**src/rtl/par_input_rx_if.sv**
```systemverilog
// Bus bundle for the parallel input receiver: CPU MMIO side plus the external 4-phase sender side.
interface par_input_rx_if;
    logic [15:0] ram_addr;
    logic [15:0] ram_write;
    logic        ram_op;
    logic [15:0] mmio_read;
    logic [7:0]  par_input_port;
    logic        par_input_signal;
    logic        par_input_ack;
    logic        rx_ready;

    modport slave (
        input  ram_addr, ram_write, ram_op, par_input_port, par_input_signal,
        output mmio_read, par_input_ack, rx_ready
    );

    modport master (
        output ram_addr, ram_write, ram_op, par_input_port, par_input_signal,
        input  mmio_read, par_input_ack, rx_ready
    );
endinterface

```
**src/rtl/par_input_rx.sv**
```systemverilog
// MMIO receiver for the parallel input port: synchronises a 4-phase sender, queues bytes in a
// small FIFO and exposes DATA/STATUS registers to the CPU.
module par_input_rx #(
    parameter int          DEPTH = 4,
    parameter logic [11:0] BASE  = 12'h200
) (
    input logic          clk,
    input logic          rst,
    par_input_rx_if.slave bus
);
    localparam int AW = (DEPTH > 1) ? $clog2(DEPTH) : 1;
    localparam int CW = AW + 1;

    typedef enum logic [1:0] {WAITLOW, IDLE, ACK} state_t;

    state_t          state, state_n;
    logic            sig_m, sig_s;
    logic [7:0]      dat_m, dat_s;
    logic [7:0]      mem [DEPTH];
    logic [AW-1:0]   wr_ptr, rd_ptr;
    logic [CW-1:0]   count;
    logic            full, nonempty, stalled;
    logic            hit_data, hit_stat, pop, flush, push;
    logic [7:0]      head;
    logic            ack_r, rdy_r;
    logic            unused_bits;

    // Signal flops reset high so a sender held high across reset reads as "still busy".
    always_ff @(posedge clk) begin
        if (rst) begin
            sig_m <= 1'b1;
            sig_s <= 1'b1;
            dat_m <= 8'h00;
            dat_s <= 8'h00;
        end else begin
            sig_m <= bus.par_input_signal;
            sig_s <= sig_m;
            dat_m <= bus.par_input_port;
            dat_s <= dat_m;
        end
    end

    assign hit_data = bus.ram_addr[15] && (bus.ram_addr[11:0] == BASE);
    assign hit_stat = bus.ram_addr[15] && (bus.ram_addr[11:0] == BASE + 12'd1);
    assign full     = (count == CW'(DEPTH));
    assign nonempty = (count != '0);
    assign pop      = hit_data && bus.ram_op && nonempty;
    assign flush    = hit_stat && bus.ram_op && bus.ram_write[0];
    assign stalled  = (state == IDLE) && sig_s && full;

    always_comb begin
        state_n = state;
        push    = 1'b0;
        case (state)
            WAITLOW: if (!sig_s) state_n = IDLE;
            IDLE: begin
                // flush wins over capture; the byte is taken next cycle instead
                if (sig_s && !full && !flush) begin
                    push    = 1'b1;
                    state_n = ACK;
                end
            end
            ACK:     if (!sig_s) state_n = IDLE;
            default: state_n = WAITLOW;
        endcase
    end

    always_ff @(posedge clk) begin
        if (rst) begin
            state <= WAITLOW;
            ack_r <= 1'b0;
        end else begin
            state <= state_n;
            ack_r <= (state_n == ACK);
        end
    end

    always_ff @(posedge clk) begin
        if (push) mem[wr_ptr] <= dat_s;
    end

    always_ff @(posedge clk) begin
        if (rst || flush) begin
            wr_ptr <= '0;
            rd_ptr <= '0;
            count  <= '0;
        end else begin
            if (push) wr_ptr <= wr_ptr + AW'(1);
            if (pop)  rd_ptr <= rd_ptr + AW'(1);
            case ({push, pop})
                2'b10:   count <= count + CW'(1);
                2'b01:   count <= count - CW'(1);
                default: count <= count;
            endcase
        end
    end

    always_ff @(posedge clk) begin
        if (rst) rdy_r <= 1'b0;
        else     rdy_r <= nonempty;
    end

    assign head = nonempty ? mem[rd_ptr] : 8'h00;

    always_comb begin
        bus.mmio_read = 16'h0000;
        if (hit_data)      bus.mmio_read = {8'h00, head};
        else if (hit_stat) bus.mmio_read = {8'(count), 5'b0, stalled, full, nonempty};
    end

    assign bus.par_input_ack = ack_r;
    assign bus.rx_ready      = rdy_r;
    assign unused_bits       = ^{bus.ram_write[15:1], bus.ram_addr[14:12]};
endmodule

```
**src/flat_wrapper.sv**
```systemverilog
// flat-port wrapper written by rule: the top's interface ports become plain ports
module par_input_rx_flat 
#(
    parameter int          DEPTH = 4,
    parameter logic [11:0] BASE  = 12'h200
)
  (clk, rst, bus_ram_addr, bus_ram_write, bus_ram_op, bus_par_input_port, bus_par_input_signal, bus_mmio_read, bus_par_input_ack, bus_rx_ready);
  par_input_rx_if bus_i ();
  input logic clk;
  input logic rst;
  input wire logic [$bits(bus_i.ram_addr)-1:0] bus_ram_addr;
  input wire logic [$bits(bus_i.ram_write)-1:0] bus_ram_write;
  input wire logic [$bits(bus_i.ram_op)-1:0] bus_ram_op;
  input wire logic [$bits(bus_i.par_input_port)-1:0] bus_par_input_port;
  input wire logic [$bits(bus_i.par_input_signal)-1:0] bus_par_input_signal;
  output wire logic [$bits(bus_i.mmio_read)-1:0] bus_mmio_read;
  output wire logic [$bits(bus_i.par_input_ack)-1:0] bus_par_input_ack;
  output wire logic [$bits(bus_i.rx_ready)-1:0] bus_rx_ready;
  assign bus_i.ram_addr = bus_ram_addr;
  assign bus_i.ram_write = bus_ram_write;
  assign bus_i.ram_op = bus_ram_op;
  assign bus_i.par_input_port = bus_par_input_port;
  assign bus_i.par_input_signal = bus_par_input_signal;
  assign bus_mmio_read = bus_i.mmio_read;
  assign bus_par_input_ack = bus_i.par_input_ack;
  assign bus_rx_ready = bus_i.rx_ready;
  par_input_rx #(.DEPTH(DEPTH), .BASE(BASE)) u_core (.clk(clk), .rst(rst), .bus(bus_i));
endmodule
```
**config.mk**
```make
export PLATFORM = sky130hd
export DESIGN_NAME = par_input_rx_flat
export DESIGN_NICKNAME = d
export VERILOG_FILES = /design/src/rtl/par_input_rx_if.sv /design/src/rtl/par_input_rx.sv /design/src/flat_wrapper.sv
export SDC_FILE = /design/constraint.sdc
export NUM_CORES = 1
export LEC_CHECK = 0
export BUFFER_PORTS_ARGS = -buffer_cell sky130_fd_sc_hd__buf_2
export CAP_MARGIN = 0
export CORE_MARGIN = 2
export CORE_UTILIZATION = 52
export DETAILED_ROUTE_END_ITERATION = 12
export HOLD_SLACK_MARGIN = 0.08
export PLACE_DENSITY = 0.87
export SYNTH_ARGS = -nofsm -noshare
export SYNTH_HDL_FRONTEND = slang
export SYNTH_SLANG_ARGS = --single-unit
```
**constraint.sdc**
```tcl
create_clock -name clk -period 3.7 [get_ports clk]
set_clock_uncertainty 0.15 [all_clocks]
set_input_delay 0.74 -clock clk [delete_from_list [all_inputs] [get_ports clk]]
set_output_delay 0.74 -clock clk [all_outputs]
set_load 0.02 [all_outputs]
```
==> results of run 1 <==
sequential cells by signal, indices dropped and copies added, names as in the netlist, named ones only:
register,count
u_core.bus.rx_ready,1
u_core.dat_m,8
u_core.bus.par_input_ack,1
u_core.sig_s,1
u_core.sig_m,1
u_core.dat_s,8
u_core.rd_ptr,2
u_core.state,2
u_core.count,3
u_core.mem,32
u_core.wr_ptr,2
cell type report:
class                           count  area (µm²)
Sequential cell                    63        1580
Tap cell                           54        67.6
Clock inverter                      4        70.1
Clock buffer                       12         145
Multi-Input combinational cell    106         820
Inverter                            7        26.3
Fill cell                         334        1750
Timing Repair Buffer               39         198
synth_stat cells:
cell / number
a221oi_1: 1
inv_1: 7
dfxtp_1: 31
xnor2_1: 1
nor3b_1: 2
buf_1: 2
and2_1: 1
or3_4: 1
or2_2: 4
and3_1: 11
a21o_1: 2
nand3_1: 7
buf_4: 5
nor4_1: 1
or4_1: 2
or4_4: 1
mux4_2: 8
nand2_1: 4
fa_1: 1
o41a_1: 1
clkbuf_1: 5
conb_1: 1
nor2_1: 9
or4b_4: 2
nor2b_1: 18
or3b_2: 1
xor2_1: 2
o21ai_0: 3
nor3_1: 4
o31ai_1: 2
a21oi_1: 7
ha_1: 5
edfxtp_1: 32
worst paths after layout:
kind	endpoint	slack, ps	start
worst min-delay path	u_core.sig_s	260	u_core.sig_m
worst max-delay path	bus_mmio_read[2]	520	bus_ram_addr[1]
worst max register to register	u_core.count[2]	1210	u_core.count[2]
worst min register to register	u_core.sig_s	260	u_core.sig_m
logic make-up after synthesis:
kind of cell	count (synthesis)	share of synthesized area
buffers and inverters	19	0.0364
AND/OR/NAND/NOR	68	0.166
flip-flops	63	0.639
XOR/XNOR	3	0.0106
AO/OA/AOI/OAI	16	0.0404
other	1	0.00151
adder cells (fa/ha/maj)	6	0.0334
multiplexers	8	0.0728
cell usage in the layout, fill, tap and decap left out, drive strengths merged:
cell type  Yosys  layout
o21ai          3       3
ha             5       5
edfxtp        32      32
xnor2          1       1
dfxtp         31      31
or3b           1       1
nor2           9       9
and2           1       1
o31ai          2       2
nor3           4       4
o41a           1       1
a21o           2       2
buf            7      39
a21oi          7       7
nand3          7       7
a221oi         1       1
xor2           2       2
or2            4       4
and3          11      11
nor4           1       1
bufinv         0       2
or4b           2       2
nand2          4       4
or4            3       3
clkinv         0       2
inv            7       7
nor2b         18      18
clkbuf         5      12
or3            1       1
conb           1       5
nor3b          2       2
fa             1       1
mux4           8       8
stage by stage:
stage	worst slack [ps]	instance area, µm²	cells	total power, mW	hold WS [ps]
2_1_floorplan	460	2490	188	0.795	239
3_3_place_gp	301	2690	269	0.808	242
3_5_place_dp	241	2690	269	0.811	248
4_1_cts	540	2910	285	1.44	262
5_1_grt	442	2910	285	1.49	275
6_report	521	2910	285	1.44	260
metal layers:
metal / global-route usage / vias up
met5: 0 / -
met4: 0.103 / 0
li1: - / 737
met3: 0.0249 / 9
met2: 0.269 / 38
met1: 0.204 / 711
where the power goes:
group          internal (mW)  switching, mW
registers              0.744        0.00658
clock network          0.396          0.246
logic                 0.0210         0.0239
==> impl_results.html, run 1 <==
<table>
<tr><th>Metric</th><th>Value</th></tr>
<tr><th colspan="2">Detailed routing</th></tr>
<tr><td>Count of antenna-violating nets left after detailed routing</td><td>0</td></tr>
<tr><td>Via density</td><td>5.25</td></tr>
<tr><td>Met2 wire length</td><td>2110 µm</td></tr>
<tr><td>Residual DRC</td><td>0</td></tr>
<tr><td>Total Wirelength</td><td>4110 µm</td></tr>
<tr><td>Detailed router's first-iteration violation count</td><td>128</td></tr>
<tr><td>Routed len/inst</td><td>14.4 µm</td></tr>
<tr><td>Number of search-and-repair iterations in the first detailed-routing pass</td><td>4</td></tr>
<tr><td>Count of vias placed by the detailed router</td><td>1495</td></tr>
<tr><td>Routed wire length on met3</td><td>173 µm</td></tr>
<tr><td>Uppermost routed layer</td><td>met4</td></tr>
<tr><td>Metal-1 WL</td><td>1740 µm</td></tr>
<tr><th colspan="2">Cells and area</th></tr>
<tr><td>Synthesis-to-finish area growth</td><td>17.4%</td></tr>
<tr><td>Post-Route Utilization</td><td>0.624</td></tr>
<tr><td>Layout net count</td><td>276</td></tr>
<tr><td>Proportion of layout cells with a drive suffix above 1</td><td>0.303</td></tr>
<tr><td>Antenna diode instance count</td><td>0</td></tr>
<tr><th colspan="2">STA</th></tr>
<tr><td>Max-Slew Margin vs Limit</td><td>0.614</td></tr>
<tr><td>Total negative slack for setup checks</td><td>0 ps</td></tr>
<tr><td>Final setup violating endpoints</td><td>0</td></tr>
<tr><td>Unrepaired setup endpoints after global routing</td><td>no</td></tr>
<tr><td>Count of pins over their slew limit</td><td>0</td></tr>
<tr><td>Final Critical Period</td><td>3180 ps</td></tr>
<tr><td>Final period util</td><td>0.859</td></tr>
<tr><td>Endpoints failing hold</td><td>0</td></tr>
<tr><td>Max Freq</td><td>315 MHz</td></tr>
<tr><td>Transition time of the tightest slew-check pin</td><td>574 ps</td></tr>
<tr><th colspan="2">Yosys</th></tr>
<tr><td>Largest area contributor in the netlist</td><td>edfxtp_1</td></tr>
<tr><td>Area share of the largest cell type after synthesis</td><td>0.388</td></tr>
<tr><td>Sequential cell area fraction in the yosys report</td><td>0.639</td></tr>
<tr><td>Number of library cell types mapped by synthesis</td><td>33</td></tr>
<tr><td>Combined area of all synthesized cells</td><td>2480 µm²</td></tr>
<tr><td>Yosys synthesis warning count</td><td>0</td></tr>
<tr><td>Synthesis-stage register bit count</td><td>63</td></tr>
<tr><td>Syn Inst Count</td><td>184</td></tr>
<tr><td>Avg Inst Size Synth</td><td>13.5 µm²</td></tr>
<tr><td>Main area contributors after synthesis</td><td>edfxtp_1, dfxtp_1, mux4_2</td></tr>
<tr><th colspan="2">Floorplanning</th></tr>
<tr><td>Die boundary height</td><td>73.0 µm</td></tr>
<tr><td>Initial standard-cell utilization of the core</td><td>0.531</td></tr>
<tr><td>Number of placed I/O pins</td><td>62</td></tr>
<tr><td>Total core area</td><td>4660 µm²</td></tr>
<tr><td>Floorplan row count</td><td>25</td></tr>
<tr><td>Die W</td><td>73.0 µm</td></tr>
<tr><td>Die area</td><td>5330 µm²</td></tr>
<tr><th colspan="2">Global routing</th></tr>
<tr><td>Initial antenna violation count</td><td>0</td></tr>
<tr><td>First-pass GRT wire length</td><td>6360 µm</td></tr>
<tr><td>Total routing resource utilization after global routing</td><td>0.165</td></tr>
<tr><td>Via count of the first global-routing pass</td><td>1387</td></tr>
<tr><td>Pin count of the biggest net entering global routing</td><td>24</td></tr>
<tr><td>Remaining global-route overflow</td><td>0</td></tr>
<tr><th colspan="2">Setup path</th></tr>
<tr><td>Top delay family on crit path</td><td>simple AND/OR/NAND/NOR gates</td></tr>
<tr><td>Crit path buf inv count</td><td>3</td></tr>
<tr><td>Required time at the endpoint of the critical path</td><td>2810 ps</td></tr>
<tr><td>Crit path launch type</td><td>input pin</td></tr>
<tr><td>Cells traversed along the worst timing path</td><td>buf_2 -&gt; or4b_4 -&gt; nor3_1 -&gt; buf_4 -&gt; nand3_1 -&gt; o21ai_0 -&gt; buf_2</td></tr>
<tr><td>Master of the slowest instance on the critical path</td><td>or4b_4</td></tr>
<tr><td>Worst path arrival time</td><td>2290 ps</td></tr>
<tr><td>Most frequent cell on the critical path</td><td>buf_2</td></tr>
<tr><td>Critical path peak fanout</td><td>11</td></tr>
<tr><td>Largest incremental delay on the critical path</td><td>550 ps</td></tr>
<tr><td>Type of the worst setup path</td><td>in2out</td></tr>
<tr><td>Worst Reg-to-Reg Cells</td><td>10</td></tr>
<tr><td>Crit. path cell count</td><td>7</td></tr>
<tr><td>Type of destination of the critical path</td><td>output port</td></tr>
<tr><th colspan="2">Hold path</th></tr>
<tr><td>Hold Crit Class</td><td>reg2reg</td></tr>
<tr><td>Worst hold path stage count</td><td>1</td></tr>
<tr><th colspan="2">Clocking</th></tr>
<tr><td>Number of clock buffers inserted by TritonCTS</td><td>9</td></tr>
<tr><td>TritonCTS clock tree</td><td>yes</td></tr>
<tr><td>Number of instances resized during post-cts repair</td><td>0</td></tr>
<tr><td>Insertion delay of the later-clocked pin in the worst-skew pair</td><td>320 ps</td></tr>
<tr><td>Worst-case clock buffer depth</td><td>2</td></tr>
<tr><td>Post-CTS repair timing setup buffer count</td><td>0</td></tr>
<tr><td>Clock edge transition at the registers on the reported setup and hold paths</td><td>60 ps</td></tr>
<tr><td>Root buf cell</td><td>clkbuf_8</td></tr>
<tr><td>CTS H-tree depth</td><td>3</td></tr>
<tr><td>Clock tree sinks</td><td>63</td></tr>
<tr><td>Post-cts hold buffer count</td><td>0</td></tr>
<tr><th colspan="2">Placement</th></tr>
<tr><td>Placer Congestion</td><td>0.774</td></tr>
<tr><td>HPWL reported at the end of detailed placement</td><td>2850 µm</td></tr>
<tr><td>PortBufs</td><td>38</td></tr>
<tr><th colspan="2">Outcome</th></tr>
<tr><td>Run status</td><td>completed</td></tr>
<tr><th colspan="2">Power and ir drop</th></tr>
<tr><td>Max rail drop VDD</td><td>0.386 mV</td></tr>
<tr><td>Power density over the cells</td><td>494 nW/µm²</td></tr>
<tr><td>Static leakage</td><td>1.14 nW</td></tr>
<tr><th colspan="2">Flow run</th></tr>
<tr><td>Max_cap viols</td><td>0</td></tr>
</table>
Note: power is estimated with default switching activity, not from simulation.
==> run 2: changes to the inputs <==
Settings changed: ABC_AREA set to 1, CELL_PAD_IN_SITES_DETAIL_PLACEMENT set to 1, CELL_PAD_IN_SITES_GLOBAL_PLACEMENT set to 1, CORE_UTILIZATION 52 to 40, PLACE_DENSITY 0.87 to 0.88.
==> run 2 against run 1 <==
Critical path depth fell by 1. Synthesized cell count up 47%. First-iteration DRC count down 2.3%. Global-route usage up 1.7 points. Count of clock-buffer cells in the layout unchanged. Core utilization down 15 points. Flip-flop and latch count did not move. Hold slack worse by 7.3 ps. Worst setup slack better by 260 ps. Critical endpoint is now bus_mmio_read[0]. Largest power group unchanged.
==> impl_results.html, run 2 <==
<table>
<tr><th>Metric</th><th>Value</th></tr>
<tr><th colspan="2">Setup path</th></tr>
<tr><td>Worst path arrival time</td><td>2030 ps (-260 ps)</td></tr>
<tr><td>Crit path launch type</td><td>register</td></tr>
<tr><td>Worst reg2reg path startpoint</td><td>u_core.count[2]</td></tr>
<tr><td>Type of destination of the critical path</td><td>output port</td></tr>
<tr><td>Crit path buf inv count</td><td>2 (-1)</td></tr>
<tr><td>Master of the slowest instance on the critical path</td><td>dfxtp_1</td></tr>
<tr><td>Top delay family on crit path</td><td>flip-flops</td></tr>
<tr><td>Most frequent cell on the critical path</td><td>o21ai_0</td></tr>
<tr><td>Critical path peak fanout</td><td>19 (+8)</td></tr>
<tr><td>Required time at the endpoint of the critical path</td><td>2810 ps (about the same)</td></tr>
<tr><td>Type of the worst setup path</td><td>reg2out</td></tr>
<tr><td>RR Endpoint</td><td>u_core.count[2]</td></tr>
<tr><td>R2r setup slk</td><td>1270 ps (+60 ps)</td></tr>
<tr><td>Cells traversed along the worst timing path</td><td>inv_2 -&gt; o21ai_0 -&gt; o22ai_1 -&gt; nand2_1 -&gt; o21ai_0 -&gt; buf_2</td></tr>
<tr><td>Largest incremental delay on the critical path</td><td>750 ps (+200 ps)</td></tr>
<tr><td>Worst Reg-to-Reg Cells</td><td>11 (+1)</td></tr>
<tr><th colspan="2">Detailed routing</th></tr>
<tr><td>Total Wirelength</td><td>5980 µm (+46%)</td></tr>
<tr><td>Count of antenna-violating nets left after detailed routing</td><td>0 (unchanged)</td></tr>
<tr><td>Count of vias placed by the detailed router</td><td>1865 (+25%)</td></tr>
<tr><td>Routed len/inst</td><td>15.1 µm (+5.0%)</td></tr>
<tr><td>Via density</td><td>4.72 (-10%)</td></tr>
<tr><td>Detailed router's first-iteration violation count</td><td>125 (-2.3%)</td></tr>
<tr><td>Number of search-and-repair iterations in the first detailed-routing pass</td><td>4 (unchanged)</td></tr>
<tr><td>Residual DRC</td><td>0 (unchanged)</td></tr>
<tr><th colspan="2">Floorplanning</th></tr>
<tr><td>Die W</td><td>84.5 µm (+16%)</td></tr>
<tr><td>Die boundary height</td><td>84.5 µm (+16%)</td></tr>
<tr><td>Die area</td><td>7130 µm² (+34%)</td></tr>
<tr><td>Number of placed I/O pins</td><td>62 (unchanged)</td></tr>
<tr><td>Initial standard-cell utilization of the core</td><td>0.410 (-0.121)</td></tr>
<tr><td>Floorplan row count</td><td>29 (+16%)</td></tr>
<tr><td>Total core area</td><td>6310 µm² (+35%)</td></tr>
<tr><th colspan="2">Placement</th></tr>
<tr><td>Placer Congestion</td><td>0.684 (-12%)</td></tr>
<tr><td>Placed Cells</td><td>379 (+41%)</td></tr>
<tr><td>HPWL reported at the end of detailed placement</td><td>4340 µm (+52%)</td></tr>
<tr><td>PortBufs</td><td>38 (unchanged)</td></tr>
<tr><td>Setup slack after placement</td><td>742 ps (+501 ps)</td></tr>
<tr><th colspan="2">Yosys</th></tr>
<tr><td>Post-synthesis async set-or-reset flop share</td><td>0 (unchanged)</td></tr>
<tr><td>Combined area of all synthesized cells</td><td>2590 µm² (+4.6%)</td></tr>
<tr><td>Syn Inst Count</td><td>270 (+47%)</td></tr>
<tr><td>Yosys synthesis warning count</td><td>0 (unchanged)</td></tr>
<tr><td>Area share of the largest cell type after synthesis</td><td>0.371 (-0.0171)</td></tr>
<tr><td>Synthesis-stage register bit count</td><td>63 (unchanged)</td></tr>
<tr><td>Number of library cell types mapped by synthesis</td><td>27 (-18%)</td></tr>
<tr><td>Post-synth EDFFs</td><td>32 (unchanged)</td></tr>
<tr><td>Primary FF master, synth</td><td>edfxtp_1</td></tr>
<tr><td>Most frequent cell after synthesis</td><td>nor2_1</td></tr>
<tr><td>Sequential cell area fraction in the yosys report</td><td>0.611 (-0.0281)</td></tr>
<tr><td>Largest area contributor in the netlist</td><td>edfxtp_1</td></tr>
<tr><td>Cell types with the highest counts after synthesis</td><td>nor2_1, inv_1, edfxtp_1, dfxtp_1, nand2_1</td></tr>
<tr><td>Avg Inst Size Synth</td><td>9.59 µm² (-29%)</td></tr>
<tr><td>Main area contributors after synthesis</td><td>edfxtp_1, dfxtp_1, nor2_1</td></tr>
<tr><th colspan="2">STA</th></tr>
<tr><td>Unrepaired setup endpoints after global routing</td><td>no</td></tr>
<tr><td>Final Critical Period</td><td>2920 ps (-261 ps)</td></tr>
<tr><td>Final setup violating endpoints</td><td>0 (unchanged)</td></tr>
<tr><td>Total negative slack for setup checks</td><td>0 ps (unchanged)</td></tr>
<tr><td>Endpoints failing hold</td><td>0 (unchanged)</td></tr>
<tr><td>Post-route worst setup slack</td><td>782 ps (+261 ps)</td></tr>
<tr><td>Max Freq</td><td>343 MHz (+8.9%)</td></tr>
<tr><td>Transition time of the tightest slew-check pin</td><td>832 ps (+258 ps)</td></tr>
<tr><td>Count of pins over their slew limit</td><td>0 (unchanged)</td></tr>
<tr><td>Max-Slew Margin vs Limit</td><td>0.443 (-0.170)</td></tr>
<tr><td>Final worst hold slack</td><td>253 ps (-7.28 ps)</td></tr>
<tr><td>Final period util</td><td>0.789 (-0.0704)</td></tr>
<tr><th colspan="2">Cells and area</th></tr>
<tr><td>Most frequent standard cell in the layout excluding fill and tap cells</td><td>nor2_1</td></tr>
<tr><td>Largest register by flop count</td><td>u_core.mem</td></tr>
<tr><td>Most used cells in the layout excluding fill and tap cells</td><td>nor2_1, inv_1, buf_2</td></tr>
<tr><td>Proportion of layout cells with a drive suffix above 1</td><td>0.226 (-0.0766)</td></tr>
<tr><td>Layout net count</td><td>363 (+32%)</td></tr>
<tr><td>Synthesis-to-finish area growth</td><td>15.8%</td></tr>
<tr><td>Antenna diode instance count</td><td>0 (unchanged)</td></tr>
<tr><td>Top flop regs</td><td>u_core.mem: 32 flops, u_core.dat_m: 8 flops, u_core.dat_s: 8 flops</td></tr>
<tr><td>Filler-free cell count of the finished design</td><td>395 (+39%)</td></tr>
<tr><td>Max reg flops</td><td>32 (unchanged)</td></tr>
<tr><td>Post-Route Utilization</td><td>0.475 (-0.149)</td></tr>
<tr><th colspan="2">Clocking</th></tr>
<tr><td>TritonCTS clock tree</td><td>yes</td></tr>
<tr><td>Clock edge transition at the registers on the reported setup and hold paths</td><td>70 ps (about the same)</td></tr>
<tr><td>CTS H-tree depth</td><td>3 (unchanged)</td></tr>
<tr><td>Clock tree sinks</td><td>63 (unchanged)</td></tr>
<tr><td>Post-cts hold buffer count</td><td>0 (unchanged)</td></tr>
<tr><td>Root buf cell</td><td>clkbuf_8</td></tr>
<tr><td>Number of instances resized during post-cts repair</td><td>0 (unchanged)</td></tr>
<tr><td>Insertion delay of the later-clocked pin in the worst-skew pair</td><td>340 ps (+20 ps)</td></tr>
<tr><td>Worst-case clock buffer depth</td><td>2 (unchanged)</td></tr>
<tr><td>Post-CTS repair timing setup buffer count</td><td>0 (unchanged)</td></tr>
<tr><td>Number of clock buffers inserted by TritonCTS</td><td>9 (unchanged)</td></tr>
<tr><th colspan="2">Hold path</th></tr>
<tr><td>Hold Crit Class</td><td>reg2reg</td></tr>
<tr><td>Worst hold path stage count</td><td>2 (+1)</td></tr>
<tr><td>Destination of the worst hold path</td><td>u_core.dat_s[3]</td></tr>
<tr><td>Startpoint of the tightest hold check path</td><td>u_core.dat_m[3]</td></tr>
<tr><th colspan="2">Power and ir drop</th></tr>
<tr><td>Static leakage</td><td>1.29 nW (+14%)</td></tr>
<tr><td>Power density over the cells</td><td>442 nW/µm² (-11%)</td></tr>
<tr><td>Max rail drop VDD</td><td>0.215 mV (-44%)</td></tr>
<tr><th colspan="2">Global routing</th></tr>
<tr><td>Initial antenna violation count</td><td>0 (unchanged)</td></tr>
<tr><td>First-pass GRT wire length</td><td>9790 µm (+54%)</td></tr>
<tr><td>Pin count of the biggest net entering global routing</td><td>24 (unchanged)</td></tr>
<tr><td>Via count of the first global-routing pass</td><td>2055 (+48%)</td></tr>
<tr><td>Total routing resource utilization after global routing</td><td>0.182 (+0.0170)</td></tr>
<tr><td>Remaining global-route overflow</td><td>0 (unchanged)</td></tr>
<tr><th colspan="2">Outcome</th></tr>
<tr><td>Run status</td><td>completed</td></tr>
<tr><th colspan="2">Flow run</th></tr>
<tr><td>Max_cap viols</td><td>0 (unchanged)</td></tr>
</table>
## run 2: cell types whose count changed in the layout (fill, tap and decap cells not counted), sizes merged, moves of 3 or more
cell | previous run | this run
inv | 7 | 49
nand3 | 7 | 11
nor2 | 9 | 66
nand4 | 0 | 4
nor2b | 18 | 0
or4 | 3 | 0
and3 | 11 | 0
o21ai | 3 | 17
mux4 | 8 | 0
nand2 | 4 | 25
a21oi | 7 | 12
## run 2: how the worst max path moves through the flow
stage,slack [ps],cells after the start,start,end
after global routing,610,6,register,bus_mmio_read[0]
after CTS,760,6,register,bus_mmio_read[0]
final,780,6,register,bus_mmio_read[0]
after detailed placement,740,13,bus_ram_addr[5],u_core.count[2]
after floorplan,1120,5,bus_ram_addr[3],bus_mmio_read[0]
after global placement,910,13,bus_ram_addr[7],u_core.count[2]
## run 2: layout make-up
cell class	count	area, µm²
Fill cell	764	3310
Clock inverter	4	21.3
Inverter	48	180
Multi-Input combinational cell	153	785
Sequential cell	63	1580
Clock buffer	12	145
Tap cell	77	96.3
Timing Repair Buffer	38	190
## run 2: stage by stage
stage | cell area (µm²) | total power [mW]
after floorplan | 2610 | 0.804
after global placement | 2830 | 0.821
after detailed placement | 2830 | 0.827
after CTS | 3000 | 1.34
after global routing | 3000 | 1.38
final | 3000 | 1.33
## run 2: kinds of logic (layout without fill, tap and decap cells)
| group | Yosys count | in the layout | share of synthesized area |
|---|---|---|---|
| adders and majority gates | 6 | 6 | 0.0319 |
| and+or+nand+nor | 110 | 110 | 0.199 |
| AOI/OAI and AO/OA | 30 | 30 | 0.0585 |
| xor gates and xnor gates | 2 | 2 | 0.00676 |
| buffers and inverters | 58 | 102 | 0.0923 |
| other | 1 | 5 | 0.00145 |
| DFF | 63 | 63 | 0.611 |
## run 2: worst register-to-register path: cells and delay by family (launching register included)
| kind | cells | cell delay, ps |
|---|---|---|
| adder cells (fa/ha/maj) | 2 | 560 |
| flip-flops | 1 | 350 |
| AND/OR/NAND/NOR | 4 | 730 |
| XOR/XNOR | 1 | 150 |
| buffers and inverters | 2 | 170 |
| AO/OA/AOI/OAI | 2 | 250 |
## run 2: power breakdown
| group | switching [mW] | internal, mW | total, mW |
|---|---|---|---|
| Sequential | 0.00822 | 0.745 | 0.753 |
| Combinational | 0.0360 | 0.0213 | 0.0573 |
| Clock | 0.257 | 0.259 | 0.516 |
| Total | 0.301 | 1.02 | 1.33 |
## run 2: per-layer routing
metal,wire [µm],GRT usage,vias up
li1,-,-,929
met1,2390,0.201,883
met2,3220,0.327,39
met3,218,0.0433,14
met4,149,0.0880,0
met5,0,0,-
==> run 3: changes to the inputs <==
Settings changed: ABC_AREA 1 to 0, CORE_UTILIZATION 40 to 42.
Clock period 3.7 ns to 3 ns, I/O delays scaled along.
==> run 3 against run 2 <==
First-iteration DRC count fell by 25%. Combinational power rose by 6.6%. Worst setup slack got worse by 760 ps. Core utilization rose by 5.8 points. Power rose by 29%. Die area fell by 8.5%. Clock power rose by 40%. Register-to-register slack got worse by 780 ps. Critical endpoint is now u_core.count[2]. Cell count fell by 22%. Non-clock buffer count rose by 7. Via count fell by 16%.
==> impl_results.html, run 3 (synthesis gave the netlist of run 1 again) <==
<table>
<tr><th>Metric</th><th>Value</th></tr>
<tr><th colspan="2">Global routing</th></tr>
<tr><td>Pin count of the biggest net entering global routing</td><td>24 (unchanged)</td></tr>
<tr><td>Initial antenna violation count</td><td>0 (unchanged)</td></tr>
<tr><td>Via count of the first global-routing pass</td><td>1687 (-18%)</td></tr>
<tr><td>First-pass GRT wire length</td><td>8310 µm (-15%)</td></tr>
<tr><td>Total routing resource utilization after global routing</td><td>0.178 (-0.00372)</td></tr>
<tr><td>Remaining global-route overflow</td><td>0 (unchanged)</td></tr>
<tr><th colspan="2">Power and ir drop</th></tr>
<tr><td>Static leakage</td><td>1.16 nW (-10%)</td></tr>
<tr><td>Power density over the cells</td><td>572 nW/µm² (+29%)</td></tr>
<tr><td>Max rail drop VDD</td><td>0.345 mV (+60%)</td></tr>
<tr><td>Switching share of power</td><td>0.236 (+0.00900)</td></tr>
<tr><td>Combinational share of power</td><td>0.036 (-0.007)</td></tr>
<tr><td>Switching Power</td><td>0.404 mW (+34%)</td></tr>
<tr><td>Fraction of power consumed by the clock network</td><td>0.422 (+0.033)</td></tr>
<tr><td>Internal power</td><td>1.30 mW (+27%)</td></tr>
<tr><td>Reg power frac</td><td>0.542 (-0.026)</td></tr>
<tr><th colspan="2">Clocking</th></tr>
<tr><td>TritonCTS clock tree</td><td>yes</td></tr>
<tr><td>Clock edge transition at the registers on the reported setup and hold paths</td><td>70 ps (about the same)</td></tr>
<tr><td>Worst-case clock buffer depth</td><td>2 (unchanged)</td></tr>
<tr><td>Clock tree sinks</td><td>63 (unchanged)</td></tr>
<tr><td>Root buf cell</td><td>clkbuf_8</td></tr>
<tr><td>Insertion delay of the later-clocked pin in the worst-skew pair</td><td>340 ps (about the same)</td></tr>
<tr><td>Number of clock buffers inserted by TritonCTS</td><td>9 (unchanged)</td></tr>
<tr><td>CTS H-tree depth</td><td>3 (unchanged)</td></tr>
<tr><th colspan="2">Detailed routing</th></tr>
<tr><td>Count of vias placed by the detailed router</td><td>1574 (-16%)</td></tr>
<tr><td>Number of search-and-repair iterations in the first detailed-routing pass</td><td>4 (unchanged)</td></tr>
<tr><td>Detailed router's first-iteration violation count</td><td>94 (-25%)</td></tr>
<tr><td>Via density</td><td>5.09 (+7.9%)</td></tr>
<tr><td>Routed len/inst</td><td>17.5 µm (+15%)</td></tr>
<tr><td>Total Wirelength</td><td>5400 µm (-9.7%)</td></tr>
<tr><td>Residual DRC</td><td>0 (unchanged)</td></tr>
<tr><td>Count of antenna-violating nets left after detailed routing</td><td>0 (unchanged)</td></tr>
<tr><th colspan="2">Placement</th></tr>
<tr><td>HPWL reported at the end of detailed placement</td><td>3700 µm (-15%)</td></tr>
<tr><td>Placed Area</td><td>2750 µm² (-3.1%)</td></tr>
<tr><td>PortBufs</td><td>38 (unchanged)</td></tr>
<tr><td>Placer Congestion</td><td>0.808 (+18%)</td></tr>
<tr><th colspan="2">Outcome</th></tr>
<tr><td>Run status</td><td>completed</td></tr>
<tr><th colspan="2">Cells and area</th></tr>
<tr><td>Top flop regs</td><td>u_core.mem: 32 flops, u_core.dat_m: 8 flops, u_core.dat_s: 8 flops</td></tr>
<tr><td>Most frequent standard cell in the layout excluding fill and tap cells</td><td>buf_2</td></tr>
<tr><td>Largest register by flop count</td><td>u_core.mem</td></tr>
<tr><td>Layout net count</td><td>282 (-22%)</td></tr>
<tr><td>Antenna diode instance count</td><td>0 (unchanged)</td></tr>
<tr><td>Most used cells in the layout excluding fill and tap cells</td><td>buf_2, edfxtp_1, dfxtp_1</td></tr>
<tr><td>Proportion of layout cells with a drive suffix above 1</td><td>0.350 (+0.124)</td></tr>
<tr><td>Max reg flops</td><td>32 (unchanged)</td></tr>
<tr><td>Synthesis-to-finish area growth</td><td>20.7%</td></tr>
<tr><td>Design Area, Final</td><td>2990 µm² (-0.38%)</td></tr>
<tr><td>Post-Route Utilization</td><td>0.533 (+0.0578)</td></tr>
<tr><th colspan="2">STA</th></tr>
<tr><td>Max-Slew Margin vs Limit</td><td>0.626 (+0.183)</td></tr>
<tr><td>Total negative slack for setup checks</td><td>0 ps (unchanged)</td></tr>
<tr><td>Final Critical Period</td><td>2980 ps</td></tr>
<tr><td>Final setup violating endpoints</td><td>0 (unchanged)</td></tr>
<tr><td>Final period util</td><td>0.993</td></tr>
<tr><td>Transition time of the tightest slew-check pin</td><td>561 ps (-272 ps)</td></tr>
<tr><td>Max Freq</td><td>336 MHz</td></tr>
<tr><td>Count of pins over their slew limit</td><td>0 (unchanged)</td></tr>
<tr><td>Endpoints failing hold</td><td>0 (unchanged)</td></tr>
<tr><th colspan="2">Hold path</th></tr>
<tr><td>Hold Crit Class</td><td>reg2reg</td></tr>
<tr><th colspan="2">Floorplanning</th></tr>
<tr><td>Die boundary height</td><td>80.8 µm (-4.4%)</td></tr>
<tr><td>Initial standard-cell utilization of the core</td><td>0.442 (+0.0313)</td></tr>
<tr><td>Floorplan row count</td><td>27 (-6.9%)</td></tr>
<tr><td>Die W</td><td>80.8 µm (-4.4%)</td></tr>
<tr><td>Die area</td><td>6530 µm² (-8.5%)</td></tr>
<tr><td>Total core area</td><td>5610 µm² (-11%)</td></tr>
<tr><td>Number of placed I/O pins</td><td>62 (unchanged)</td></tr>
<tr><th colspan="2">Setup path</th></tr>
<tr><td>Type of the worst setup path</td><td>in2reg</td></tr>
<tr><td>Critical path peak fanout</td><td>4 (-15)</td></tr>
<tr><td>Required time at the endpoint of the critical path</td><td>3080 ps (+270 ps)</td></tr>
<tr><td>Worst path arrival time</td><td>3060 ps (+1030 ps)</td></tr>
<tr><td>Type of destination of the critical path</td><td>register</td></tr>
<tr><td>Crit path launch type</td><td>input pin</td></tr>
<tr><th colspan="2">Flow run</th></tr>
<tr><td>Max_cap viols</td><td>0 (unchanged)</td></tr>
</table>
-- run 3: cell types whose count changed in the layout (fill, tap and decap cells not counted), moves of 4 or more --
cell | previous run | this run
and3_1 | 0 | 11
inv_1 | 42 | 7
nand2_1 | 24 | 4
mux4_2 | 0 | 8
nor2b_1 | 0 | 18
nor2_1 | 61 | 9
a21oi_1 | 12 | 7
nand4_1 | 4 | 0
inv_2 | 6 | 0
o21ai_0 | 15 | 2
buf_4 | 0 | 8
-- run 3: what timing repair did --
action | in CTS | in global routing
hold buffers | 0 | 0
setup buffers | 0 | 3
gates resized for setup | 0 | 6
setup endpoints to repair | 0 | 3
endpoints found under the hold margin | 0 | 0
-- run 3: power by group through the flow --
stage | logic [mW] | registers [mW] | clock network (mW)
6_report | 0.0611 | 0.926 | 0.721
3_5_place_dp | 0.0582 | 0.946 | 0
4_1_cts | 0.0590 | 0.926 | 0.733
5_1_grt | 0.0676 | 0.928 | 0.776
3_3_place_gp | 0.0552 | 0.943 | 0
2_1_floorplan | 0.0380 | 0.943 | 0
-- run 3: worst paths after layout --
check                       start              end  slack [ps]  cells past startpoint
setup / recovery  bus_ram_addr[8]  u_core.count[2]          20                     11
hold reg to reg      u_core.sig_m     u_core.sig_s         270                      1
setup reg to reg  u_core.count[2]  u_core.count[2]         490                     10
hold / removal       u_core.sig_m     u_core.sig_s         270                      1
-- run 3: layout make-up --
type | count | area, µm²
repair buffers | 45 | 245
clock inverters | 6 | 48.8
inverters | 7 | 26.3
fillers | 603 | 2620
flip-flops and latches | 63 | 1580
well taps | 72 | 90.1
clock buffers | 10 | 149
multi-input cells | 106 | 847
-- run 3: per-stage QoR --
| step | total power [mW] | setup slack, ps | hold WS, ps | std cells |
|---|---|---|---|---|
| 2_1_floorplan | 0.981 | 0.0795 | 239 | 188 |
| 6_report | 1.71 | 20.4 | 270 | 309 |
| 3_5_place_dp | 1.00 | -229 | 255 | 290 |
| 4_1_cts | 1.72 | 3.61 | 275 | 306 |
| 3_3_place_gp | 0.999 | -149 | 242 | 290 |
| 5_1_grt | 1.77 | -48.3 | 291 | 309 |
-- run 3: worst max-delay path: stages --
cell and delay [ps]:
buf_2 100, or4b_4 570, or3_4 410, nor3_4 170, ha_2 210, inv_1 60
fa_2 340, xor2_1 190, nor2_1 90, xnor2_1 250, nor2_1 70
-- run 3: per-layer routing --
metal,global-route usage,vias to the layer above,wire length [µm]
met3,0.0311,12,171
li1,-,752,-
met4,0.108,0,136
met2,0.310,36,2860
met1,0.204,774,2220
met5,0,-,0
